===== src/rtl/alu_cmd_sequencer.sv =====
// Command sequencer for the 8-bit combinational ALU: registers operands and
// opcode, waits a settle time, then captures result, flags and accumulator.
module alu_cmd_sequencer #(
   parameter int SETTLE_CYCLES = 1,
   parameter int CNT_W         = 4
) (
   input  logic         clk,
   input  logic         rst,
   input  logic         cmd_valid,
   output logic         cmd_ready,
   input  logic [3:0]   cmd_op,
   input  logic [7:0]   cmd_a,
   input  logic [7:0]   cmd_b,
   input  logic         cmd_use_acc,
   output logic [7:0]   alu_a,
   output logic [7:0]   alu_b,
   output logic [3:0]   alu_sel,
   input  logic [7:0]   alu_out,
   input  logic [3:0]   alu_flag,
   output logic         res_valid,
   input  logic         res_ready,
   output logic [7:0]   res_data,
   output logic [3:0]   res_flag,
   output logic         res_err,
   output logic [7:0]   acc_value
);

   // Handshakes: a command transfers on a rising edge where cmd_valid and
   // cmd_ready are both 1; a result transfers where res_valid and res_ready
   // are both 1. Payloads are only meaningful while the matching valid is 1.

   typedef enum logic [1:0] {
      IDLE   = 2'd0,
      SETTLE = 2'd1,
      HOLD   = 2'd2
   } state_t;

   localparam logic [CNT_W-1:0] CNT_LAST  = CNT_W'(SETTLE_CYCLES - 1);
   localparam logic [3:0]       OP_DIV    = 4'h3;
   localparam logic [3:0]       OP_MAX    = 4'hB;
   localparam logic [3:0]       SEL_INERT = 4'hF;

   state_t           state_q, state_d;
   logic [CNT_W-1:0] cnt_q, cnt_d;
   logic [7:0]       alu_a_q, alu_a_d;
   logic [7:0]       alu_b_q, alu_b_d;
   logic [3:0]       alu_sel_q, alu_sel_d;
   logic [7:0]       res_data_q, res_data_d;
   logic [3:0]       res_flag_q, res_flag_d;
   logic             res_err_q, res_err_d;
   logic [7:0]       acc_q, acc_d;
   logic             err_pend_q, err_pend_d;
   logic             cmd_ready_q, cmd_ready_d;
   logic             res_valid_q, res_valid_d;

   logic             cmd_accept;
   logic             op_legal;
   logic             settle_done;
   logic [7:0]       eff_a;

   // The ALU's own zero flag is not trusted; zero is derived locally.
   logic             unused_alu_zero;
   assign unused_alu_zero = alu_flag[0];

   always_comb begin
      eff_a       = cmd_use_acc ? acc_q : cmd_a;
      op_legal    = (cmd_op <= OP_MAX) && !((cmd_op == OP_DIV) && (cmd_b == 8'h00));
      cmd_accept  = (state_q == IDLE) && cmd_valid;
      settle_done = (state_q == SETTLE) && (err_pend_q || (cnt_q == CNT_LAST));
   end

   // State register and all datapath flops.
   always_ff @(posedge clk or posedge rst) begin
      if (rst) begin
         state_q     <= IDLE;
         cnt_q       <= '0;
         alu_a_q     <= 8'h00;
         alu_b_q     <= 8'h00;
         alu_sel_q   <= SEL_INERT;
         res_data_q  <= 8'h00;
         res_flag_q  <= 4'h0;
         res_err_q   <= 1'b0;
         acc_q       <= 8'h00;
         err_pend_q  <= 1'b0;
         cmd_ready_q <= 1'b1;
         res_valid_q <= 1'b0;
      end else begin
         state_q     <= state_d;
         cnt_q       <= cnt_d;
         alu_a_q     <= alu_a_d;
         alu_b_q     <= alu_b_d;
         alu_sel_q   <= alu_sel_d;
         res_data_q  <= res_data_d;
         res_flag_q  <= res_flag_d;
         res_err_q   <= res_err_d;
         acc_q       <= acc_d;
         err_pend_q  <= err_pend_d;
         cmd_ready_q <= cmd_ready_d;
         res_valid_q <= res_valid_d;
      end
   end

   // Next-state logic.
   always_comb begin
      state_d = state_q;
      case (state_q)
         IDLE:    if (cmd_accept)  state_d = SETTLE;
         SETTLE:  if (settle_done) state_d = HOLD;
         HOLD:    if (res_ready)   state_d = IDLE;
         default: state_d = IDLE;
      endcase
   end

   // Datapath and output-register next values.
   always_comb begin
      cnt_d      = cnt_q;
      alu_a_d    = alu_a_q;
      alu_b_d    = alu_b_q;
      alu_sel_d  = alu_sel_q;
      res_data_d = res_data_q;
      res_flag_d = res_flag_q;
      res_err_d  = res_err_q;
      acc_d      = acc_q;
      err_pend_d = err_pend_q;

      if (cmd_accept) begin
         cnt_d      = '0;
         err_pend_d = !op_legal;
         if (op_legal) begin
            alu_a_d   = eff_a;
            alu_b_d   = cmd_b;
            alu_sel_d = cmd_op;
         end
      end

      if (state_q == SETTLE) begin
         cnt_d = cnt_q + CNT_W'(1);
         if (settle_done) begin
            // A rejected command spends one cycle here so both paths share
            // the same capture point; its ALU inputs were never touched.
            if (err_pend_q) begin
               res_data_d = 8'h00;
               res_flag_d = 4'h0;
               res_err_d  = 1'b1;
            end else begin
               res_data_d = alu_out;
               res_flag_d = {alu_flag[3:1], (alu_out == 8'h00)};
               res_err_d  = 1'b0;
               acc_d      = alu_out;
            end
            err_pend_d = 1'b0;
         end
      end

      cmd_ready_d = (state_d == IDLE);
      res_valid_d = (state_d == HOLD);
   end

   assign cmd_ready = cmd_ready_q;
   assign res_valid = res_valid_q;
   assign res_data  = res_data_q;
   assign res_flag  = res_flag_q;
   assign res_err   = res_err_q;
   assign acc_value = acc_q;
   assign alu_a     = alu_a_q;
   assign alu_b     = alu_b_q;
   assign alu_sel   = alu_sel_q;

endmodule


===== config.mk =====
export PLATFORM = sky130hd
export DESIGN_NAME = alu_cmd_sequencer
export DESIGN_NICKNAME = d
export VERILOG_FILES = /design/src/rtl/alu_cmd_sequencer.sv
export SDC_FILE = /design/constraint.sdc
export NUM_CORES = 1
export LEC_CHECK = 0
export CORE_ASPECT_RATIO = 0.75
export CORE_MARGIN = 3
export CORE_UTILIZATION = 40
export CTS_BUF_LIST = sky130_fd_sc_hd__clkbuf_8
export DETAILED_ROUTE_END_ITERATION = 8
export DONT_BUFFER_PORTS = 1
export PLACE_DENSITY = 0.61
export SYNTH_ARGS = -nofsm -noshare
export SYNTH_HDL_FRONTEND = slang
export SYNTH_SLANG_ARGS = --single-unit

===== constraint.sdc =====
create_clock -name clk -period 2.7 [get_ports clk]
set_input_delay 0.54 -clock clk [delete_from_list [all_inputs] [get_ports clk]]
set_output_delay 0.54 -clock clk [all_outputs]
set_load 0.02 [all_outputs]

# Word-level counts from Yosys, hierarchy flattened
# Index checks and enable logic that the tools add are counted.
classes:
  magnitude_cmp: 1
  reduce_logical: 16
  n_mux: 13
  eq_ne: 4
  add_sub_neg: 1
  bitwise: 1
ops:
  columns: ["operator", "n"]
  rows:
  - ["zero test 8 bit", 2]
  - ["2-to-1 mux 8 bit", 2]
  - ["2-to-1 mux 4 bit", 3]
  - ["2-to-1 mux 2 bit", 3]
  - ["case mux 2 bit (3 select lines)", 1]
  - ["adder 4 x 1 -> 4 bit (second input constant)", 1]
  - ["equality test 2 bit (second input constant)", 2]
  - ["equality test 4 x 2 -> 1 bit (second input constant)", 1]
  - ["<= comparator 4 bit (second input constant)", 1]
  - ["logical AND 1 bit", 4]
  - ["zero test 2 bit", 2]
  - ["zero test 4 bit", 1]
  - ["2-to-1 mux 1 bit", 4]
  - ["AND reduction 2 bit", 2]
  - ["AND reduction 3 bit", 1]
  - ["equality test 2 x 1 -> 1 bit (second input constant)", 1]
  - ["zero test 1 bit", 2]
  - ["nonzero test 2 bit", 1]
  - ["logical OR 1 bit", 1]
  - ["inverter 1 bit", 1]
word_totals:
  ff_bits: 50

# Depth between registers and ports, before layout
depth:
  depth_word: 8
  ltp_mapped: 7
  ltp_nobuf: 6

# Least setup slack after synthesis
# OpenSTA, ideal clock, no wires.
synth_timing:
  kind: "input to register"
  startpoint: "input cmd_op[3]"
  endpoint: "register alu_b_q[7] (netlist: alu_b[7])"
  setup_slack_ps: 938
  stages: 5
  arrival_ps: 1637
  t_required_ps: 2575
  n_path_buf: 1
  path_cell_list: "nor4b_1 -> nand3_2 -> nand2_2 -> buf_8 -> mux2_4"
synth_via:
  elab_chain_cells: 5
  word_cells_on_any_way: 6
synth_lines:
  columns: ["element", "line_no", "text"]
  rows:
  - ["from (decl)", "11", "input logic [3:0] cmd_op,"]
  - ["branches (longest 3 deep; another with <= comparator 4 bit)", null, null]
  - ["logical AND 1 bit (*)", "67", "op_legal = (cmd_op <= OP_MAX) && !((cmd_op == OP_DIV) && (cmd_b == 8'h00));"]
  - ["AND reduction 2 bit (no source line) (*)", null, null]
  - ["to (signal assigned)", "91", "alu_b_q <= alu_b_d;"]
  - ["to (decl)", "46", "logic [7:0] alu_b_q, alu_b_d;"]
# Every way passes the cells marked *.
# A chain may end at the register's enable or synchronous reset.

# Final worst setup path
layout_timing:
  startpoint: "register cnt_q[0]"
  endpoint: "register acc_q[3] (netlist: acc_value[3])"
layout_via:
  elab_chain_cells: 4
layout_lines:
  columns: ["element", "line_no", "text"]
  rows:
  - ["from (decl)", "44", "logic [CNT_W-1:0] cnt_q, cnt_d;"]
  - ["from (signal assigned)", "89", "cnt_q <= cnt_d;"]
  - ["zero test 4 bit", "69", "settle_done = (state_q == SETTLE) && (err_pend_q || (cnt_q == CNT_LAST));"]
  - ["logical OR 1 bit", "69", null]
  - ["logical AND 1 bit", "69", null]
  - ["AND reduction 3 bit (no source line)", null, null]
  - ["to (signal assigned)", "83", "acc_q <= 8'h00;"]
  - ["to (signal assigned)", "96", "acc_q <= acc_d;"]
  - ["to (decl)", "51", "logic [7:0] acc_q, acc_d;"]
# No other way between the ends.

==> results.cfg <==
[status]
status = completed

[worst_setup_path]
start_kind = flop
path_cells = inv_1 > ha_1 > nor3b_2 > nor3b_4 > mux2_2
crit_path_top_delay_cell = nor3b_4
required_ns = 2.89
crit_arrival_ns = 2.12
cp-end-kind = flop
critPathMaxFanout = 9
max_stage_delay_ns = 0.51
critPathKind = reg -> reg

[detailed_routing]
wl_per_cell_um = 18.5
wl_mm = 4.53
drcViolationCount = 0
drtIter0Drc = 44
dr_total_vias = 1367
vias_per_cell = 5.58
drt_first_pass_iters = 4
antenna_left = 0

[worst_hold_path]
hold_class = in -> async

[timing]
tightest_slew_ns = 1.00
fin_crit_sh_pct = 71.6
setup-tns-final_ns = 0
setup_viol = 0
drv_slew = 0
rsz0062_at_grt = false
fin_hold_ws_ns = 0.354
fin_crit_ns = 1.93
slew_headroom_pct = 33.0
clock_skew_ns = 0.00317
hold_violations = 0
timing.fmax_mhz = 518

[logic_synthesis]
ys_types = 33
ys.flop_type = dfrtp_1
async_flop_share_pct = 100
yosysTopAreaCellShare_pct = 52.4
ys_warn_count = 0
yosysSeqAreaShare_pct = 58.6
postSynthCellCount = 171
synth-edff-count = 0
synthTopCellsByArea = dfrtp_1 (52%), a22o_1 (6.1%), dfstp_2 (6.1%)
netlist_area_um2 = 2150
synth_top_area_cell = dfrtp_1
syn_avg_cell_area_um2 = 12.6
synth_nets = 210
synth_seq_cells = 50

[placement]
globalplace.congestion = 0.715
dp_hpwl_mm = 3.45
io_buffers = 0

[finish]
antennaDiodeCount = 0
finalNetCount = 211
areaGrowthSynthToFinish_pct = 6.82
fillers = 470
mostFrequentLayoutCells = dfrtp_1 (45), a22o_1 (15), a21oi_1 (12)
layout_commonest_cell = dfrtp_1
drive_gt1_share_pct = 20.8

[clock_tree]
cts_resized = 0
clockBufferDepth = 2
cts_setup_buffers = 0
cts_buffers = 5
holdBufCountCts = 0
cts_max_level = 2
cts.reportedPaths.clkPinSlew_ns = 0.08
cts-root-buf = clkbuf_8
insertion_delay_ns = 0.29
clock_sinks = 50
cts_tree = yes

[power_and_ir_drop]
power_density_nw_per_um2 = 1280
p_total_w = 0.00294
p_leak_nw = 1.01
ir_drop_mv = 0.510

[floorplan]
dieArea_um2 = 6290
initial_core_util_pct = 42.6
die_w_um = 90.6
rows = 22
core-area_um2 = 5040
die_h_um = 69.5
ios = 80

[grt]
grt_pass1_wl_mm = 7.31
grt_pass1_vias = 1481
antenna_found_initial = 0
grt_usage_pct = 14.8
grt_max_degree = 51
grt-ovfl-total = 0

[job]
maxCapViolCount = 0
cell usage after synthesis (5+ instances only):
cell type and n:
a31oi_1 8, a22o_1 15, a21oi_1 12, dfrtp_1 45
o21ai_0 10, mux2_4 6, inv_1 5, mux2_2 8
nand2_1 11, mux2i_1 8, dfstp_2 5, nand2b_1 5
per-stage QoR:
step                setup WS, ns  util, %  instances  instance area, µm²
floorplan                  0.938        -        171                2150
detailed placement         0.669     43.7        237                2200
CTS                        0.721     45.5        245                2290
global route               0.635     45.5        245                2290
global placement           0.718     43.7        237                2200
finish                     0.768     45.5        245                2290
cell type report:
class | count | area [µm²] | share of cell area [%]
clock buffer | 6 | 82.6 | 3.60
clock inverter | 2 | 8.76 | 0.382
inverter | 5 | 18.8 | 0.818
multi-input combinational | 107 | 813 | 35.5
sequential | 50 | 1260 | 54.8
tap | 72 | 90.1 | 3.93
timing repair buffer | 3 | 22.5 | 0.982
registers in the layout (all words and copies together), names as in the netlist, 2 cells and up:
| name | flops |
|---|---|
| res_data | 8 |
| cnt_q | 4 |
| res_flag | 4 |
| acc_value | 8 |
| alu_sel | 4 |
| alu_a | 8 |
| alu_b | 8 |
| state_q | 2 |
path summary, 6_finish.rpt:
| check | start | end | slack [ns] | cells past startpoint |
|---|---|---|---|---|
| setup reg to reg | cnt_q[0] | acc_value[3] | 0.77 | 5 |
| hold / removal | rst | alu_b[7] | 0.35 | 1 |
| hold reg to reg | state_q[1] | state_q[0] | 0.57 | 1 |
| min in group clk | alu_out[4] | res_data[4] | 0.37 | 1 |
| max in group asynchronous | rst | alu_a[1] | 1.72 | 1 |
| setup / recovery | cnt_q[0] | acc_value[3] | 0.77 | 5 |
cell families after synthesis:
family                   after synthesis  share of synthesized area, %
flip-flops                            50                          58.6
AO/OA/AOI/OAI                         48                          14.7
AND/OR/NAND/NOR                       35                          9.91
multiplexers                          22                          12.1
buffers and inverters                 14                          3.55
adder cells (fa/ha/maj)                2                          1.17
critical path: cells and delay by family, from the launching register on:
| kind | cells | cell delay [ns] |
|---|---|---|
| simple gates | 2 | 0.79 |
| mux | 1 | 0.39 |
| buf+inv | 1 | 0.09 |
| flops | 1 | 0.43 |
| fa+ha+maj | 1 | 0.13 |
routing by layer:
metal | wire length (µm) | track usage, % | up-vias
li1 | - | - | 622
met1 | 1840 | 18.1 | 653
met2 | 2000 | 21.9 | 84
met3 | 619 | 8.46 | 8
met4 | 79 | 4.92 | 0
met5 | 0 | 0 | -
report_power, final:
part	switching [W]	leakage [nW]	internal (W)
sequential	0.000677	0.610	0.00111
clock	0.000224	0.0524	0.000203
combinational	0.000338	0.351	0.000390
(Power assumes the default switching activity.)
